[config.mk]
export PLATFORM = sky130hd
export DESIGN_NAME = first_system
export DESIGN_NICKNAME = d
export VERILOG_FILES = /design/src/rtl/first_system_pkg.sv /design/src/rtl/fs_sync.sv /design/src/rtl/first_system.sv
export SDC_FILE = /design/constraint.sdc
export NUM_CORES = 1
export LEC_CHECK = 0
export BUFFER_PORTS_ARGS = -buffer_cell sky130_fd_sc_hd__buf_2
export CAP_MARGIN = 20
export CORE_AREA = 4 4 41 43
export CTS_BUF_LIST = sky130_fd_sc_hd__clkbuf_4
export CTS_CLUSTER_DIAMETER = 80
export DETAILED_ROUTE_END_ITERATION = 8
export DIE_AREA = 0 0 45 47
export PLACE_DENSITY = 0.4
export SETUP_SLACK_MARGIN = 0.2
export SYNTH_ARGS = -nofsm -noshare
export SYNTH_HDL_FRONTEND = slang
export SYNTH_HIERARCHICAL = 1
export SYNTH_SLANG_ARGS = --single-unit
[constraint.sdc]
create_clock -name clk -period 0.8 [get_ports clk]
set_input_delay 0.08 -clock clk [delete_from_list [all_inputs] [get_ports clk]]
set_output_delay 0.08 -clock clk [all_outputs]
set_load 0.01 [all_outputs]
[src/rtl/first_system_pkg.sv]
// first_system shared defaults and output truth table.
// Counter feature: FIRST_SYSTEM_CNT_EN.
package first_system_pkg;

   localparam int SYNC_STAGES_DEF = 2;
   localparam int CNT_W_DEF       = 8;
   localparam int RST_STAGES      = 2;

   typedef logic [1:0] svec_t;

   // Indexed by {s1, s2}.
   localparam logic [3:0] TT_AND = 4'b1000;
   localparam logic [3:0] TT_OR  = 4'b1110;

endpackage

[src/rtl/fs_sync.sv]
// Generic flop-chain synchronizer, async active-low clear.
// Build option FIRST_SYSTEM_CNT_EN does not affect this file.
module fs_sync #(
   parameter int STAGES = 2
) (
   input  logic clk,
   input  logic rst_n,
   input  logic d,
   output logic q
);

   logic [STAGES-1:0] ff;

   always_ff @(posedge clk or negedge rst_n) begin
      if (!rst_n) begin
         ff <= '0;
      end else begin
         ff <= {ff[STAGES-2:0], d};
      end
   end

   assign q = ff[STAGES-1];

endmodule

[src/rtl/first_system.sv]
// Two-input synchronizer with registered AND/OR outputs.
// Define FIRST_SYSTEM_CNT_EN to add the chg_cnt change counter.
module first_system
   import first_system_pkg::*;
#(
   parameter int SYNC_STAGES = SYNC_STAGES_DEF,
   parameter int CNT_W       = CNT_W_DEF
) (
   input  logic             clk,
   input  logic             rst_n,
   input  logic             in1,
   input  logic             in2,
   output logic             out1,
   output logic             out2
`ifdef FIRST_SYSTEM_CNT_EN
   ,
   output logic [CNT_W-1:0] chg_cnt
`endif
);

   if (SYNC_STAGES < 2 || SYNC_STAGES > 4) begin : g_bad_stages
      $error("SYNC_STAGES must be 2..4");
   end
   if (CNT_W < 1) begin : g_bad_cnt_w
      $error("CNT_W must be at least 1");
   end

   logic rst_sync_n;
   logic s1;
   logic s2;

   // Release of rst_n is retimed; assertion still clears at once.
   fs_sync #(.STAGES(RST_STAGES)) u_rst (
      .clk   (clk),
      .rst_n (rst_n),
      .d     (1'b1),
      .q     (rst_sync_n)
   );

   fs_sync #(.STAGES(SYNC_STAGES)) u_s1 (
      .clk   (clk),
      .rst_n (rst_sync_n),
      .d     (in1),
      .q     (s1)
   );

   fs_sync #(.STAGES(SYNC_STAGES)) u_s2 (
      .clk   (clk),
      .rst_n (rst_sync_n),
      .d     (in2),
      .q     (s2)
   );

   always_ff @(posedge clk or negedge rst_sync_n) begin
      if (!rst_sync_n) begin
         out1 <= 1'b0;
         out2 <= 1'b0;
      end else begin
         out1 <= s1 & s2;
         out2 <= s1 | s2;
      end
   end

`ifdef FIRST_SYSTEM_CNT_EN
   svec_t                s_prev;
   logic [SYNC_STAGES:0] warm;
   logic                 primed;

   // s_prev only holds a real sample once the chain has refilled.
   assign primed = warm[SYNC_STAGES];

   always_ff @(posedge clk or negedge rst_sync_n) begin
      if (!rst_sync_n) begin
         s_prev  <= '0;
         warm    <= '0;
         chg_cnt <= '0;
      end else begin
         s_prev <= {s1, s2};
         warm   <= {warm[SYNC_STAGES-1:0], 1'b1};
         if (primed && ({s1, s2} != s_prev) && (chg_cnt != '1)) begin
            chg_cnt <= chg_cnt + 1'b1;
         end
      end
   end
`endif

endmodule

; Yosys cells after proc, flatten, opt, wreduce, memory -nomap -nowiden
; Cells that the tools add are included.
[totals]
word_cells = 7
inputBits = 4
reg_bits = 8
[classes]
bitwise = 2
[ops]
columns = cell, count
row1 = 1-bit bitwise AND, 1
row2 = 1-bit OR, 1

; Depth between registers and ports, before layout
; Gate-level depths: netlist of the first run.
[depth]
ltp_word = 1
mapped_depth = 1
depth_no_buf = 1

; Cells and area by module
; The synthesis of the first run kept the hierarchy.
[modules_own_cells]
columns = module, cells_each, area_per_inst_um2, instances, seq_area_each_um2
row1 = fs_sync, 2, 50.0, 3, 50.0
row2 = first_system, 5, 67.6, 1, 50.0

; Worst setup path before layout of the first run
; No wires, ideal clock.
[synth_timing]
path_kind = flip-flop to flip-flop
startpoint = register u_s2.ff[1]
endpoint = register out2
setup_slack_ns = 0.128
path_buffers = 0
arrival_time_ns = 0.548
setup_ns = 0.124
synth_period_minus_slack_ns = 0.672
path_stages_with_launch = 2
required_ns = 0.676
cell_sequence = dfrtp_1 -> or2_1
[synth_via]
elab_chain_cells = 1
[synth_lines]
columns = element, line
row1 = "start, declared", fs_sync.sv:12  ; logic [STAGES-1:0] ff;
row2 = "start signal, assigned", fs_sync.sv:18  ; ff <= {ff[STAGES-2:0], d};
row3 = 1-bit OR, first_system.sv:60  ; out2 <= s1 | s2;
row4 = "end signal, assigned", first_system.sv:60
row5 = "end, declared", first_system.sv:14  ; output logic out2
; No other way between the ends.

; Worst setup path in the final report of the first run
[layout_timing]
startpoint = register out1
endpoint = output port out1
[layout_lines]
columns = element, line
row1 = "start, declared", first_system.sv:13  ; output logic out1,
row2 = "start signal, assigned", first_system.sv:59  ; out1 <= s1 & s2;
; No word-level cell between the ends.

==> impl_metrics.yaml, run 1 <==
flow_run:
  drv_cap: 0
placed_design:
  placed_cell_area_um2: 261.5
  port_buffers: 5
  gp_congestion: 0.5020
  place_worst_setup_slack_ns: 0.1031
yosys:
  syn_avg_cell_area_um2: 19.79
  yosysWarnings: 6
  yosysSeqAreaShare: 0.9195
  ys_async_sr_fraction: 1.000
  netlist_instances: 11
  syn_area_um2: 217.7
  ys_ff_latch: 8
  synth_nets: 15
  synth_commonest_cells: "dfrtp_1 (8), and2_2 (1), conb_1 (1), or2_1 (1)"
  synthDistinctLibCells: 4
  yosysTopAreaCell: "dfrtp_1"
  yosysMostFrequentCell: "dfrtp_1"
  ys.flop_type: "dfrtp_1"
  synth-edff-count: 0
  synthTopCellsByArea: "dfrtp_1 (92%), and2_2 (3.4%), or2_1 (2.9%)"
  synth_top_area_frac: 0.9195
critical_path:
  path_delay_family: "flip-flops"
  path_class: "reg -> out"
  start_kind: "flip-flop"
  slowest_stage: "dfrtp_1"
  critPathMaxStageDelay_ns: 0.37
  critical_path.cell_chain: "buf_6"
  cp_max_fo: 1
  crit_path_end_kind: "primary output"
  critPathBufInv: 1
  crit_required_ns: 0.72
  cp.arrival_ns: 0.73
power:
  leakage_nw: 0.1500
  p_seq_frac: 0.576
  power_density_nw_per_um2: 2355
  power.internal_mw: 0.6213
  power_frac_clock: 0.376
  switching_share: 0.1795
  power.switching_mw: 0.1359
  combPwrFrac: 0.048
  ir_drop_uv: 1264
floorplan:
  start_util: 0.1673
  die_area_um2: 2115
  die_h_um: 47
  coreArea_um2: 1301
  ios: 6
  die_x_um: 45
  core.rowCount: 13
cells_and_area:
  diodes: 0
  drive_gt1_frac: 0.4091
  final-seq-area_um2: 200.2
  fin_nets: 28
  multi_input_area_um2: 18.77
  final_area_um2: 321.6
  fill_cells: 137
  area_delta_synth_final_pct: 47.70
global_route:
  antenna_found_initial: 0
  grt_start_max_net_pins: 7
  grt_pass1_vias: 126
  grt.total_usage: 0.03751
  grt_pass1_wl_um: 489
  grt_overflow_total: 0
run_status:
  violations: "negative setup slack"
  status: "finished with violations"
detailed_routing:
  vias_per_cell: 2.865
  drcViolationCount: 0
  ant_nets: 0
  drtPass1Iterations: 2
  wire_per_inst_um: 6.838
  drtIter0Drc: 1
  routed_wirelength_um: 253
  vias: 106
clocking:
  cts_setup_buffers: 0
  cts_tree: "done"
  cts_made_buffers: 3
  path_clk_slew_ns: 0.05
  clock_latency_ns: 0.24
  cts_sinks: 8
  htreeDepth: 1
  cts_buffer_depth: 2
  root_buffer: "clkbuf_4"
sta:
  max_clock_freq_mhz: 1242
  rsz0062_at_grt: "yes"
  setup_ws_ns: -0.005464
  fin_crit_ns: 0.8055
  fin_crit_sh: 1.007
  setup_viol: 2
  finalHoldViolations: 0
  clock_skew_ns: 0.001635
  drv_slew: 0
worst_hold_path:
  hp-class: "reg -> async"
==> routing by layer <==
metal | global-route usage | wire length (µm) | vias up
met3 | 0.05747 | 40 | 0
li1 | - | - | 54
met2 | 0.05085 | 100 | 6
met1 | 0.03279 | 112 | 46
met5 | 0 | 0 | -
met4 | 0 | 0 | 0
==> placed cells by master (no fill, tap or decap), drive strengths merged <==
master / n
and2: 1
conb: 1
dfrtp: 8
or2: 1
buf: 5
clkbuf: 3
dlygate4sd3: 3
==> power groups by stage <==
stage / clock [mW] / combinational [mW] / sequential (mW)
finish: 0.285 / 0.0362 / 0.436
global route: 0.333 / 0.0403 / 0.439
CTS: 0.300 / 0.0340 / 0.436
detailed placement: 0 / 0.0218 / 0.442
global placement: 0 / 0.0201 / 0.441
floorplan: 0 / 0.00412 / 0.444
==> through the flow <==
step / setup TNS (ns) / utilization / hold slack, ns / instances / power (mW)
final: -0.006686 / 0.2471 / 0.08561 / 37 / 0.7573
after CTS: -0.02949 / 0.2423 / 0.09840 / 37 / 0.7703
after floorplan: 0 / - / -0.2156 / 11 / 0.4476
after detailed placement: 0 / 0.2010 / -0.1325 / 31 / 0.4640
after global placement: 0 / 0.2010 / -0.1350 / 31 / 0.4612
after global routing: -0.07938 / 0.2471 / 0.1227 / 37 / 0.8127
==> registers in the layout (all words and copies together), names as in the netlist <==
register	count
out1	1
u_rst/ff	2
u_s2/ff	2
out2	1
u_s1/ff	2
==> logic make-up (layout without fill, tap and decap cells) <==
group         after synthesis  after routing  share of synthesized area
buf+inv                     0             11                          0
flops                       8              8                     0.9195
other cells                 1              1                    0.01722
simple gates                2              2                    0.06325
==> final cells by class <==
cell class                 count  area share
multi-input combinational      3     0.05837
timing repair buffer           8      0.1907
tap                           15     0.05837
clock buffer                   3     0.07004
sequential                     8      0.6226
==> path summary, 6_finish.rpt <==
kind	from	to	slack, ns	cells after the start
setup / recovery	out1$_DFF_PN0_	out1	-0.005	1
hold / removal	u_rst/ff[1]$_DFF_PN0_	out1$_DFF_PN0_	0.09	0
setup reg to reg	u_s1/ff[1]$_DFF_PN0_	out2$_DFF_PN0_	0.10	1
hold reg to reg	u_rst/ff[1]$_DFF_PN0_	out1$_DFF_PN0_	0.09	0
max in group asynchronous	u_rst/ff[1]$_DFF_PN0_	u_s2/ff[0]$_DFF_PN0_	0.52	0
min in group clk	u_s1/ff[0]$_DFF_PN0_	u_s1/ff[1]$_DFF_PN0_	0.34	0
==> repair_timing <==
action	in CTS	in global routing
pin swaps	1	1
hold buffers	3	0
endpoints found under the setup margin	4	4
gates resized for setup	1	1
hold endpoints to repair	4	0
gates cloned	0	0
(Power assumes the default switching activity.)
==> run 2: changes to the inputs <==
Settings changed: ABC_AREA set to 1, PLACE_DENSITY 0.4 to 0.39.
Clock period 0.8 ns to 1.05 ns, I/O delays scaled along.
==> run 2 against run 1 <==
- the run now ends clean
- clock-buffer cell count unchanged
- sequential share of layout area up 0.49 points
- clock skew increased by 0.0048 ns
- synthesized cell count grew 27%
- largest power group unchanged
- sequential cell count unchanged
- combinational power decreased by 32%
- non-clock buffer count unchanged
- total power down 24%
- routed wire length up 4.7%
==> impl_metrics.yaml, run 2 <==
flow_run:
  drv_cap: 0
sta:
  clock_skew_ns: 0.006469
  max_clock_freq_mhz: 1193
  fin_crit_sh: 0.7982
  setup_viol: 0
  final.setup.tns_ns: 0
  rsz0062_at_grt: "yes"
  fin_crit_ns: 0.8381
  finalHoldViolations: 0
  drv_slew: 0
clocking:
  cts_made_buffers: 3
  post_cts_resized: 0
  htreeDepth: 1
  cts_sinks: 8
  clock_latency_ns: 0.24
  cts_tree: "done"
  cts_setup_buffers: 0
  root_buffer: "clkbuf_4"
  path_clk_slew_ns: 0.05
  cts_buffer_depth: 2
cells_and_area:
  drive_gt1_frac: 0.3200
  final_common_cell: "dfrtp_1"
  fin_nets: 31
  diodes: 0
  final_cell_mix: "dfrtp_1 (8), buf_2 (5), inv_1 (3), clkbuf_4 (3), dlygate4sd3_1 (3)"
  area_delta_synth_final_pct: 43.26
  final_area_um2: 319.1
  fill_cells: 144
  reg.largest.list: "u_rst/ff x2, u_s1/ff x2, u_s2/ff x2"
yosys:
  syn_area_um2: 222.7
  ys_async_sr_fraction: 1.000
  yosysMostFrequentCell: "dfrtp_1"
  yosysTopAreaCell: "dfrtp_1"
  synth_nets: 18
  ys.flop_type: "dfrtp_1"
  ys_ff_latch: 8
  syn_avg_cell_area_um2: 15.91
  yosysWarnings: 6
  netlist_instances: 14
  synthDistinctLibCells: 4
  synth-edff-count: 0
  synth_top_area_frac: 0.8989
  yosysSeqAreaShare: 0.8989
  synth_commonest_cells: "dfrtp_1 (8), inv_1 (3), nand2_1 (2), conb_1 (1)"
  synthTopCellsByArea: "dfrtp_1 (90%), inv_1 (5.1%), nand2_1 (3.4%)"
global_route:
  antenna_found_initial: 0
  grt_overflow_total: 0
  grt_pass1_vias: 142
  grt.total_usage: 0.04320
  grt_pass1_wl_um: 565
  grt_start_max_net_pins: 7
detailed_routing:
  wl_met1_um: 112
  routed_wirelength_um: 265
  vias_per_cell: 3.300
  drcViolationCount: 0
  dr_wl_met3_um: 42
  wl_met2_um: 110
  ant_nets: 0
  wire_per_inst_um: 6.625
  drtIter0Drc: 1
  dr.max_layer_used: "met3"
  vias: 132
  drtPass1Iterations: 2
placed_design:
  gp_congestion: 0.5365
  hpwl_um: 202
  port_buffers: 5
  placed_cell_area_um2: 266.5
critical_path:
  crit_path_end_kind: "primary output"
  rrSetupSlack_ns: 0.47
  slowest_stage: "dfrtp_1"
  start_kind: "flip-flop"
  cp-startpoint: "out2$_DFF_PN0_"
  path_delay_family: "flip-flops"
  crit_required_ns: 0.94
  rr_worst_depth: 2
  critPathBufInv: 1
  path_class: "reg -> out"
  rr_startpoint: "u_s1/ff[1]$_DFF_PN0_"
  critical_path.cell_chain: "buf_2"
  cp.arrival_ns: 0.73
  r2r-end: "out1$_DFF_PN0_"
  cp_max_fo: 1
  critPathMaxStageDelay_ns: 0.36
floorplan:
  start_util: 0.1712
  die_area_um2: 2115
  die_h_um: 47
  die_x_um: 45
  ios: 6
  coreArea_um2: 1301
  core.rowCount: 13
power:
  ir_drop_uv: 870.4
  leakage_nw: 0.1651
  power_density_nw_per_um2: 1800
  p_total_mw: 0.5744
run_status:
  status: "complete, no violations"
worst_hold_path:
  hp-class: "reg -> async"
## run 2: cell count changes after synthesis
cell,change
nand2_1,+2
or2_1,-1
and2_2,-1
inv_1,+3
## run 2: stage by stage
stage / std cells / utilization / hold WS [ns] / setup slack (ns)
after global routing: 40 / 0.2452 / 0.1171 / 0.1615
after CTS: 40 / 0.2452 / 0.09462 / 0.1962
after detailed placement: 34 / 0.2048 / -0.1073 / 0.4696
final: 40 / 0.2452 / 0.08177 / 0.2119
after floorplan: 14 / - / -0.1906 / 0.5004
after global placement: 34 / 0.2048 / -0.1098 / 0.4836
## run 2: logic make-up after synthesis
kind of cell	count (synthesis)	share of synthesized area
AND/OR/NAND/NOR	2	0.03372
buffers and inverters	3	0.05056
flip-flops	8	0.8989
other	1	0.01684
## run 2: repair_timing
action	4_1_cts	5_1_grt
gates cloned	0	0
hold endpoints to repair	4	0
endpoints found under the setup margin	1	2
hold buffers	3	0
## run 2: cell type report
type	instances	area [µm²]	area share
repair buffers	8	55.05	0.1725
inverters	3	11.26	0.03529
flip-flops and latches	8	200.2	0.6275
clock buffers	3	22.52	0.07059
well taps	15	18.77	0.05882
multi-input cells	3	11.26	0.03529
## run 2: worst max path at each step
| stage | slack, ns | to | depth (start not counted) |
|---|---|---|---|
| after global routing | 0.16 | out2 | 1 |
| final | 0.21 | out2 | 1 |
| after detailed placement | 0.47 | out2 | 1 |
| after CTS | 0.20 | out2 | 1 |
| after global placement | 0.48 | out2 | 1 |
| after floorplan | 0.50 | out2$_DFF_PN0_ | 2 |
## run 2: power breakdown
part	internal, mW	leakage (nW)	switching [mW]
Combinational	0.0153	0.0582	0.00932
Sequential	0.325	0.0931	0.00804
Clock	0.130	0.0138	0.0876
## run 2: metal layers
metal  GRT usage  up-vias
met5           0        -
met4     0.01754        0
met3     0.05747        0
met2     0.05085        6
met1     0.04245       65
li1            -       61
==> run 3: changes to the inputs <==
Settings changed: ABC_AREA 1 to 0.
Clock period 1.05 ns to 0.8 ns, I/O delays scaled along.
==> run 3 against run 2 <==
- the run now ends with negative setup slack left
- via count shrank 11%
- worst hold slack gained 0.0023 ns
- critical path depth is the same
- largest power group unchanged
- first-iteration DRC count is the same
- die area is the same
- clock-buffer cell count is the same
- sequential share of layout area grew 0.75 points
- largest cell class unchanged
- critical endpoint is now out1
- cell count shrank 7.5%
- total power grew 34%
- design area shrank 1.2%
- combinational power grew 33%
==> impl_metrics.yaml, run 3 (synthesized netlist as in run 1, its figures left out) <==
run_status:
  status: "finished with violations"
  violations: "negative setup slack"
placed_design:
  port_buffers: 5
  hpwl_um: 192.9
  place_inst: 31
  gp_congestion: 0.4942
  place_worst_setup_slack_ns: 0.1075
critical_path:
  slowest_stage: "dfrtp_1"
  path_delay_family: "flip-flops"
  cp_max_fo: 1
  rrSetupSlack_ns: 0.10
  critPathBufInv: 1
  critical_path.cell_chain: "buf_2"
  start_kind: "flip-flop"
  path_class: "reg -> out"
  crit_path_end_kind: "primary output"
  crit_required_ns: 0.72
  cp.arrival_ns: 0.74
  critPathMaxStageDelay_ns: 0.35
sta:
  setup_ws_ns: -0.01665
  rsz0062_at_grt: "yes"
  whs_ns: 0.08404
  drv_slew: 0
  fin_crit_sh: 1.021
  fin_crit_ns: 0.8166
  final.setup.tns_ns: -0.03213
  setup_viol: 2
  finalHoldViolations: 0
  max_clock_freq_mhz: 1225
  clock_skew_ns: 0.003578
clocking:
  cts_tree: "done"
  cts_buffer_depth: 2
  path_clk_slew_ns: 0.05
  cts_sinks: 8
  cts_setup_buffers: 0
  root_buffer: "clkbuf_4"
  clock_latency_ns: 0.25
  htreeDepth: 1
  cts_made_buffers: 3
cells_and_area:
  fin_nets: 28
  fin_cells: 37
  final_cell_mix: "dfrtp_1 (8), buf_2 (5), clkbuf_4 (3), dlygate4sd3_1 (3)"
  area_delta_synth_final_pct: 44.83
  final_common_cell: "dfrtp_1"
  reg.largest.list: "u_rst/ff x2, u_s1/ff x2, u_s2/ff x2"
  diodes: 0
  drive_gt1_frac: 0.4091
floorplan:
  die_x_um: 45
  die_h_um: 47
  die_area_um2: 2115
  ios: 6
  start_util: 0.1673
  coreArea_um2: 1301
  core.rowCount: 13
global_route:
  grt_use_met1: 0.03529
  grt_pass1_wl_um: 524
  met3_usage: 0.05747
  grt_pass1_vias: 137
  grt.total_usage: 0.04317
  grt_start_max_net_pins: 7
  grt_util_met2: 0.05085
  gr-max-usage-layer: "met3"
  antenna_found_initial: 0
  grt_overflow_total: 0
power:
  power_density_nw_per_um2: 2450
  ir_drop_uv: 943.3
  leakage_nw: 0.1487
detailed_routing:
  vias_per_cell: 3.162
  routed_wirelength_um: 279
  drtIter0Drc: 1
  vias: 117
  wire_per_inst_um: 7.541
  ant_nets: 0
  drcViolationCount: 0
  drtPass1Iterations: 2
worst_hold_path:
  hp-class: "reg -> async"
flow_run:
  drv_cap: 0
run 3: changes by cell type in the layout (fill, tap and decap cells not counted):
cell / before / now
inv_1: 3 / 0
nand2_1: 2 / 0
and2_4: 0 / 1
or2_1: 0 / 1
run 3: per-stage QoR:
stage	utilization	power [mW]	instance area, µm²
finish	0.2423	0.7724	315.3
CTS	0.2423	0.7814	315.3
detailed placement	0.2010	0.4640	261.5
floorplan	-	0.4476	217.7
global route	0.2423	0.8250	315.3
global placement	0.2010	0.4610	261.5
run 3: routing by layer:
layer	share of wire	vias up
li1	-	53
met1	0.43	54
met2	0.34	8
met3	0.18	2
met4	0.036	0
met5	0	-
run 3: final timing paths:
| check | start | endpoint | cells after the start |
|---|---|---|---|
| worst max-delay path | out1$_DFF_PN0_ | out1 | 1 |
| worst min-delay path | u_rst/ff[1]$_DFF_PN0_ | out2$_DFF_PN0_ | 0 |
| worst min register to register | u_rst/ff[1]$_DFF_PN0_ | out2$_DFF_PN0_ | 0 |
| worst max register to register | u_s1/ff[1]$_DFF_PN0_ | out2$_DFF_PN0_ | 1 |
| max in group asynchronous | u_rst/ff[1]$_DFF_PN0_ | u_s1/ff[0]$_DFF_PN0_ | 0 |
| min in group clk | u_s1/ff[0]$_DFF_PN0_ | u_s1/ff[1]$_DFF_PN0_ | 0 |
run 3: power breakdown:
| part | total (mW) | internal [mW] | switching [mW] |
|---|---|---|---|
| logic | 0.0328 | 0.0223 | 0.0105 |
| clock network | 0.304 | 0.171 | 0.133 |
| registers | 0.436 | 0.426 | 0.0101 |
| total | 0.772 | 0.619 | 0.153 |
run 3: repair_timing:
item,CTS,global route
hold endpoints to repair,4,0
setup endpoints to repair,4,4
gates resized for setup,1,0
hold buffers,3,0
run 3: layout make-up:
type / count / area [µm²]
clock buffer: 3 / 22.52
fill: 136 / 985.9
multi-input combinational: 3 / 18.77
tap: 15 / 18.77
sequential: 8 / 200.2
timing repair buffer: 8 / 55.05
